`config.mk`:
```
export PLATFORM = sky130hd
export DESIGN_NAME = tt_mux_sw
export DESIGN_NICKNAME = d
export VERILOG_FILES = /design/src/rtl/tt_mux_sw_pkg.sv /design/src/rtl/tt_mux_sw_tree.sv /design/src/rtl/tt_mux_sw.sv
export SDC_FILE = /design/constraint.sdc
export NUM_CORES = 1
export LEC_CHECK = 0
export CAP_MARGIN = 10
export CORE_AREA = 3 3 40 42
export CTS_BUF_LIST = sky130_fd_sc_hd__clkbuf_4 sky130_fd_sc_hd__clkbuf_8
export CTS_CLUSTER_SIZE = 28
export DETAILED_ROUTE_END_ITERATION = 8
export DIE_AREA = 0 0 43 45
export HOLD_SLACK_MARGIN = 0.1
export PLACE_DENSITY = 0.69
export SYNTH_ARGS = -nofsm -noshare
export SYNTH_HDL_FRONTEND = slang
export SYNTH_SLANG_ARGS = --single-unit
```
`constraint.sdc`:
```
create_clock -name clk -period 1.66 [get_ports clk]
set_clock_uncertainty 0.1 [all_clocks]
set_input_delay 0.415 -clock clk [delete_from_list [all_inputs] [get_ports clk]]
set_output_delay 0.415 -clock clk [all_outputs]
set_load 0.05 [all_outputs]
```
`src/rtl/tt_mux_sw_pkg.sv`:
```
// tt_mux_sw_pkg: shared types and helpers for the break-before-make switched mux.
//   state_t  : select FSM states (ST_ACTIVE routes data, ST_BLANK drives idle)
//   CNT_W    : blank counter width, wide enough for GAP up to 15
//   clog2    : ceiling log2 used for the select width
//   is_pow2  : power-of-two test used by the elaboration checks
package tt_mux_sw_pkg;

    typedef enum logic {
        ST_ACTIVE = 1'b0,
        ST_BLANK  = 1'b1
    } state_t;

    localparam int unsigned CNT_W = 4;

    function automatic int unsigned clog2(input int unsigned value);
        int unsigned r;
        r = 0;
        for (int unsigned i = 0; i < 31; i++) begin
            if ((32'd1 << i) < value) begin
                r = i + 1;
            end
        end
        return r;
    endfunction

    function automatic bit is_pow2(input int unsigned value);
        return (value != 0) && ((value & (value - 1)) == 0);
    endfunction

endpackage

```
`src/rtl/tt_mux_sw_tree.sv`:
```
// tt_mux_sw_tree: purely combinational N_IN:1, W-bit mux tree.
// Built from 4:1 stages consuming two select bits each (LSBs first); a final
// 2:1 stage on the select MSB is added when log2(N_IN) is odd.
// Ports:
//   in_data  : packed inputs, input i at bits [i*W +: W]
//   sel      : selection index
//   out_data : selected input
module tt_mux_sw_tree
    import tt_mux_sw_pkg::*;
#(
    parameter int unsigned N_IN = 4,
    parameter int unsigned W    = 1,
    localparam int unsigned SW  = clog2(N_IN)
) (
    input  logic [N_IN*W-1:0] in_data,
    input  logic [SW-1:0]     sel,
    output logic [W-1:0]      out_data
);

    localparam int unsigned L4  = SW / 2;
    localparam int unsigned ODD = SW % 2;

    // lvl[k] holds the N_IN >> (2*k) survivors after k 4:1 stages; the
    // remaining slots of each row are tied off.
    logic [W-1:0] lvl [L4+1][N_IN];

    for (genvar j = 0; j < N_IN; j++) begin : g_leaf
        assign lvl[0][j] = in_data[j*W +: W];
    end

    for (genvar k = 0; k < L4; k++) begin : g_stage
        localparam int unsigned CNT = N_IN >> (2 * (k + 1));
        for (genvar j = 0; j < N_IN; j++) begin : g_node
            if (j < CNT) begin : g_mux
                assign lvl[k+1][j] = sel[2*k+1]
                    ? (sel[2*k] ? lvl[k][4*j+3] : lvl[k][4*j+2])
                    : (sel[2*k] ? lvl[k][4*j+1] : lvl[k][4*j]);
            end else begin : g_pad
                assign lvl[k+1][j] = '0;
            end
        end
    end

    if (ODD != 0) begin : g_final2
        assign out_data = sel[SW-1] ? lvl[L4][1] : lvl[L4][0];
    end else begin : g_final1
        assign out_data = lvl[L4][0];
    end

endmodule

```
`src/rtl/tt_mux_sw.sv`:
```
// tt_mux_sw: N-way, W-bit switched mux with registered output and
// break-before-make select switching. A real select change forces the output
// to IDLE_VAL for GAP cycles before the new source is routed through.
// Ports:
//   clk          : clock
//   rst_n        : asynchronous active-low reset
//   in_data      : packed inputs, input i at bits [i*W +: W]
//   sel_req      : requested selection
//   sel_req_vld  : request valid
//   sel_req_rdy  : request can be accepted (high in ACTIVE)
//   sel_cur      : currently routed selection
//   out_data     : registered mux output
//   switching    : high while blanking
// Build option:
//   TT_MUX_SW_SYNC_EN : adds a 2-flop synchroniser on every in_data bit
//                       (data latency 3, requires GAP >= 2).
module tt_mux_sw
    import tt_mux_sw_pkg::*;
#(
    parameter int unsigned N_IN     = 4,
    parameter int unsigned W        = 1,
    parameter int unsigned GAP      = 2,
    parameter logic [W-1:0] IDLE_VAL = '0,
    parameter int unsigned RST_SEL  = 0,
    localparam int unsigned SW      = clog2(N_IN)
) (
    input  logic              clk,
    input  logic              rst_n,
    input  logic [N_IN*W-1:0] in_data,
    input  logic [SW-1:0]     sel_req,
    input  logic              sel_req_vld,
    output logic              sel_req_rdy,
    output logic [SW-1:0]     sel_cur,
    output logic [W-1:0]      out_data,
    output logic              switching
);

    localparam logic [SW-1:0]    RST_SEL_V = SW'(RST_SEL);
    localparam logic [CNT_W-1:0] GAP_V     = CNT_W'(GAP);
    localparam logic [CNT_W-1:0] CNT_ONE   = CNT_W'(1);

    if (!is_pow2(N_IN) || N_IN < 2 || N_IN > 16) begin : g_bad_n_in
        $error("tt_mux_sw: N_IN must be a power of two in 2..16");
    end
    if (RST_SEL >= N_IN) begin : g_bad_rst_sel
        $error("tt_mux_sw: RST_SEL must be below N_IN");
    end
    if (GAP < 1 || GAP > 15) begin : g_bad_gap
        $error("tt_mux_sw: GAP must be in 1..15");
    end

    logic [N_IN*W-1:0] mux_in;

`ifdef TT_MUX_SW_SYNC_EN
    if (GAP < 2) begin : g_bad_gap_sync
        $error("tt_mux_sw: synchroniser build needs GAP >= 2");
    end

    logic [N_IN*W-1:0] sync_1;
    logic [N_IN*W-1:0] sync_2;

    always_ff @(posedge clk or negedge rst_n) begin
        if (!rst_n) begin
            sync_1 <= '0;
            sync_2 <= '0;
        end else begin
            sync_1 <= in_data;
            sync_2 <= sync_1;
        end
    end

    assign mux_in = sync_2;
`else
    assign mux_in = in_data;
`endif

    logic [W-1:0] mux_out;

    tt_mux_sw_tree #(
        .N_IN (N_IN),
        .W    (W)
    ) u_tree (
        .in_data  (mux_in),
        .sel      (sel_cur),
        .out_data (mux_out)
    );

    state_t           state_q, state_d;
    logic [CNT_W-1:0] cnt_q,   cnt_d;
    logic [SW-1:0]    sel_q,   sel_d;
    logic [SW-1:0]    pend_q,  pend_d;
    logic [W-1:0]     out_q,   out_d;

    always_ff @(posedge clk or negedge rst_n) begin
        if (!rst_n) begin
            state_q <= ST_ACTIVE;
            cnt_q   <= '0;
            sel_q   <= RST_SEL_V;
            pend_q  <= RST_SEL_V;
            out_q   <= IDLE_VAL;
        end else begin
            state_q <= state_d;
            cnt_q   <= cnt_d;
            sel_q   <= sel_d;
            pend_q  <= pend_d;
            out_q   <= out_d;
        end
    end

    always_comb begin
        state_d     = state_q;
        cnt_d       = cnt_q;
        sel_d       = sel_q;
        pend_d      = pend_q;
        out_d       = IDLE_VAL;
        sel_req_rdy = 1'b0;
        switching   = 1'b0;

        unique case (state_q)
            ST_ACTIVE: begin
                sel_req_rdy = 1'b1;
                // The accepting edge still routes the old source; blanking
                // starts on the following edge.
                out_d = mux_out;
                if (sel_req_vld && (sel_req != sel_q)) begin
                    pend_d  = sel_req;
                    cnt_d   = GAP_V;
                    state_d = ST_BLANK;
                end
            end
            ST_BLANK: begin
                switching = 1'b1;
                out_d     = IDLE_VAL;
                if (cnt_q == CNT_ONE) begin
                    sel_d   = pend_q;
                    cnt_d   = '0;
                    state_d = ST_ACTIVE;
                end else begin
                    cnt_d = cnt_q - CNT_ONE;
                end
            end
            default: begin
                state_d = ST_ACTIVE;
            end
        endcase
    end

    assign sel_cur  = sel_q;
    assign out_data = out_q;

endmodule

```
Word level (Yosys, flattened, before mapping)
Cells that the tools add are included.

operators by class
  add/sub/neg operators = 1
  equality and inequality tests = 3
  muxes and demuxes = 12
  bitwise operators = 1
  reductions and logical operators = 3

operators by type and width
  kind                   count
  $mux W4                2
  $pmux W4 S2            1
  $mux W1                7
  $eq A4 B1 Y1 const B   1
  $pmux W1 S2            2
  $reduce_and A2 Y1      2
  $sub A4 B1 Y4 const B  1
  $ne A2 B2 Y1           1
  $ne A2 B2 Y1 const B   1
  $logic_and A1 B1 Y1    1
  $not A1 Y1             1

storage, ports and cells
  flip-flop bits (word level) = 10
  input bits = 9
  output and inout bits = 5
  logic and storage cells = 25

Depth between registers and ports, before layout
Gate-level depths: netlist of run 1.

  depth in word-level cells = 4
  gate-level depth with buffers = 5
  depth with buffers taken out = 5

Modules after synthesis
A second synthesis of run 1 with hierarchy kept.

second synthesis, totals
  cell total of the unflattened synthesis = 42
  area, all modules = 493.0 um^2

modules (own cells, without submodules)
  module          times used  cells each  area each (um^2)  seq. area each (um^2)
  tt_mux_sw       1           41          470.5             250.2
  tt_mux_sw_tree  1           1           22.5              0.0

Worst setup path after synthesis of run 1
OpenSTA, ideal clock, no wires.

  kind = register to register
  start point = register state_q
  end point = register sel_q[0], in the netlist sel_cur[0]
  library setup time = 0.125 ns
  arrival time = 1.810 ns
  data required time = 1.435 ns
  setup slack = -0.375 ns
  stages on the path, launching flop included = 4
  path buffers = 0
  clock period less this slack = 2.035 ns
  cells stage by stage = dfrtp_1 > inv_1 > nor3_1 > mux2_2

on the way
  word-level cells in the longest chain between the ends = 1

RTL lines
  what                         line              source
  from (decl)                  tt_mux_sw.sv:88   state_t state_q, state_d;
  from (signal assigned)       tt_mux_sw.sv:102  state_q <= state_d;
  $reduce_and A2 Y1 (no line)  --
  to (signal assigned)         tt_mux_sw.sv:104  sel_q <= sel_d;
  to (decl)                    tt_mux_sw.sv:90   logic [SW-1:0] sel_q, sel_d;

Every way passes these cells.
A chain may end at the register's enable or synchronous reset.

Worst setup path in the final report of run 1
  start point = register cnt_q[1]
  end point = register sel_q[0], in the netlist sel_cur[0]

on the way
  word-level cells in the longest chain between the ends = 2

RTL lines
  what                         line              source
  from (decl)                  tt_mux_sw.sv:89   logic [CNT_W-1:0] cnt_q, cnt_d;
  from (signal assigned)       tt_mux_sw.sv:103  cnt_q <= cnt_d;
  $eq A4 B1 Y1                 tt_mux_sw.sv:134  if (cnt_q == CNT_ONE) begin
  $reduce_and A2 Y1 (no line)  --

Every way passes these cells.

==> results of run 1 <==
cells in the mapped netlist:
| cell type | n | area share, % |
|---|---|---|
| a31o_2 | 1 | 1.8 |
| a31oi_1 | 1 | 1.3 |
| and2_1 | 1 | 1.3 |
| and3b_1 | 1 | 1.8 |
| dfrtp_1 | 10 | 51 |
| ha_1 | 2 | 5.1 |
| inv_1 | 3 | 2.3 |
| mux2_2 | 4 | 9.2 |
| mux4_2 | 1 | 4.6 |
| nand2_1 | 5 | 3.8 |
| nand2b_1 | 1 | 1.3 |
| nor2b_1 | 1 | 1.3 |
| nor3_1 | 2 | 2.0 |
| o211ai_1 | 1 | 1.5 |
| o21a_1 | 1 | 1.5 |
| o21ai_0 | 3 | 3.1 |
| o31a_1 | 1 | 1.8 |
| or4b_1 | 1 | 2.0 |
| xor2_1 | 2 | 3.6 |
path summary, 6_finish.rpt:
| path | end |
|---|---|
| max in group asynchronous | state_q |
| min reg2reg | pend_q[0] |
| max | sel_cur[0] |
| min | pend_q[1] |
| max reg2reg | sel_cur[0] |
| min in group asynchronous | out_data |
worst register-to-register path: stages, from the launching register on:
cell and delay, ns:
dfrtp_1 0.40, inv_1 0.09, ha_1 0.16, nand2b_1 0.10, nor3_2 0.26, mux2_2 0.37
registers in the layout, indices dropped and copies added, names as in the netlist:
register / count
state_q: 1
cnt_q: 4
sel_cur: 2
pend_q: 2
out_data: 1
where the power goes:
part	switching [mW]	leakage (nW)	internal (mW)
Combinational	0.480	0.225	0.502
Sequential	0.0996	0.120	0.365
Clock	0.0795	0.0210	0.133
cell families (layout without fill, tap and decap cells):
| group | Yosys count | count (layout) | synth area share [%] |
|---|---|---|---|
| and+or+nand+nor | 12 | 12 | 13.5 |
| DFF | 10 | 10 | 50.9 |
| AOI/OAI and AO/OA | 8 | 8 | 10.9 |
| muxes | 5 | 5 | 13.7 |
| buffers and inverters | 3 | 24 | 2.29 |
| adders and majority gates | 2 | 2 | 5.09 |
| xor gates and xnor gates | 2 | 2 | 3.56 |
per-stage QoR:
step	utilization, %	total power, mW	area [um2]
2_1_floorplan	-	0.990	505
3_3_place_gp	57.2	1.41	734
3_5_place_dp	57.2	1.44	734
4_1_cts	60.0	1.66	771
5_1_grt	60.7	1.76	779
6_report	60.7	1.66	779
what timing repair did:
action	4_1_cts	5_1_grt
hold buffers	0	0
resized for setup	0	3
setup endpoints to repair	0	3
cell type report:
type	count	area share [%]
Sequential cell	10	32.3
Multi-Input combinational cell	29	31.1
Inverter	3	1.93
Timing Repair Buffer	17	27.6
Clock buffer	4	4.65
Tap cell	15	2.41
layer usage:
| metal | vias up | track usage [%] | routed length (um) |
|---|---|---|---|
| met5 | - | 0 | 0 |
| met4 | 0 | 3.61 | 16 |
| met3 | 2 | 5.98 | 64 |
| met2 | 16 | 21.0 | 535 |
| met1 | 202 | 12.8 | 446 |
| li1 | 193 | - | - |
==> summary.md, run 1 <==
| Metric | Value |
|---|---|
| Status | `completed` |
| Post-route insts no fill | `78` |
| Via count | `413` |
| Worst-Skew Late Latency | `0.26 ns` |
| Slew Limit Headroom | `69.8%` |
| Post-route ant nets | `0` |
| Largest net degree at the start of global routing | `11` |
| Req. time, crit path | `1.70 ns` |
| CP top delay family | `flip-flops` |
| Residual DRC | `0` |
| Area taken by multi-input logic gates | `243 um2` |
| Sequential fraction of the synthesis area | `50.9%` |
| Min-Delay Path Class | `input pin to flop` |
| Critical path startpoint | `cnt_q[1]` |
| CTS Buf Count | `3` |
| Seq. cell area | `251 um2` |
| Most common cell after layout, fill and taps aside | `dfrtp_1` |
| Drt total wl | `1060 um` |
| Final #Nets | `75` |
| Mapped Area | `492 um2` |
| Fillers | `105` |
| Core box area | `1280 um2` |
| CP Buf/Inv Count | `1` |
| Number of global-route vias before repair | `419` |
| # diodes | `0` |
| Die area | `1940 um2` |
| Setup crit start kind | `flop` |
| Clk sinks | `10` |
| Placed cell count | `74` |
| DP Worst Slack | `-0.262 ns` |
| Row count | `13` |
| Clk buf depth | `2` |
| Hold path startpoint | `sel_req[1]` |
| Min Tclk post-route | `1.59 ns` |
| Critical path arrival | `1.63 ns` |
| Root Driver | `clkbuf_4` |
| H-tree Lvls | `1` |
| Distinct cells, synth | `19` |
| Share of cells above drive strength 1 | `34.9%` |
| Initial DRC count | `10` |
| CP Class | `flop to flop` |
| Setup WS post-layout | `0.0729 ns` |
| I/O Pins | `14` |
| Synthesis warning total | `0` |
| Critical path cell sequence | `inv_1, ha_1, nand2b_1, nor3_2, mux2_2` |
| Flops & latches, synth | `10` |
| Via density | `5.29` |
| Max Cap Violations | `0` |
| Most frequent cells in the layout | `dfrtp_1, clkdlybuf4s50_1, nand2_1, buf_12, buf_4` |
| Power per cell area | `2130 nW/um2` |
| Worst-Margin Slew | `0.452 ns` |
| Post-route setup TNS | `0 ns` |
| Levels on crit path | `5` |
| Total grt overflow | `0` |
| R2R setup slack | `0.07 ns` |
| Gpl congestion | `0.799` |
| R2R depth | `5` |
| Hold Path Depth | `2` |
| Peak supply drop | `0.921 mV` |
| Number of hold violations in the final report | `0` |
| Fin Hold WS | `0.363 ns` |
| Drt first pass iters | `4` |
| IO buf count | `13` |
| Syn avg cell area | `11.7 um2` |
| Mapped Cells | `42` |
| CP max FO | `3` |
| Detailed placer's ending HPWL | `805 um` |
| First-pass GRT wire length | `1700 um` |
| Max-slew violations | `0` |
| R2R Path Start | `cnt_q[1]` |
| Worst path max stage delay | `0.40 ns` |
| Setup violators final | `0` |
| Area Overhead vs Synth | `58.5%` |
| Final worst-path cycle share | `95.6%` |
| Initial core utilization | `38.3%` |
| CTS tree | `yes` |
| Die Ht | `45 um` |
| Initial antenna violation count | `0` |
| Drt wl/cell | `13.6 um` |
| CP Capture Type | `flop` |
| Chip width | `43 um` |
| Syn_nets | `53` |
| Lkg Pwr | `0.366 nW` |
| Fmax | `630 MHz` |
| Worst path slowest cell | `dfrtp_1` |
| Total GRT Usage | `12.0%` |
| Worst-path clk slew | `0.06 ns` |
| Post CTS Setup Buffer Count | `0` |
(Power assumes the default switching activity.)
==> run 2: changes to the inputs <==
--- a/config.mk
+++ b/config.mk
@@ -11,7 +11,6 @@
 export CTS_CLUSTER_SIZE = 28
 export DETAILED_ROUTE_END_ITERATION = 8
 export DIE_AREA = 0 0 43 45
-export HOLD_SLACK_MARGIN = 0.1
 export PLACE_DENSITY = 0.69
 export SYNTH_ARGS = -nofsm -noshare
 export SYNTH_HDL_FRONTEND = slang
==> results of run 2 <==
Final layout, timing and power as in run 1 (identical DEF).
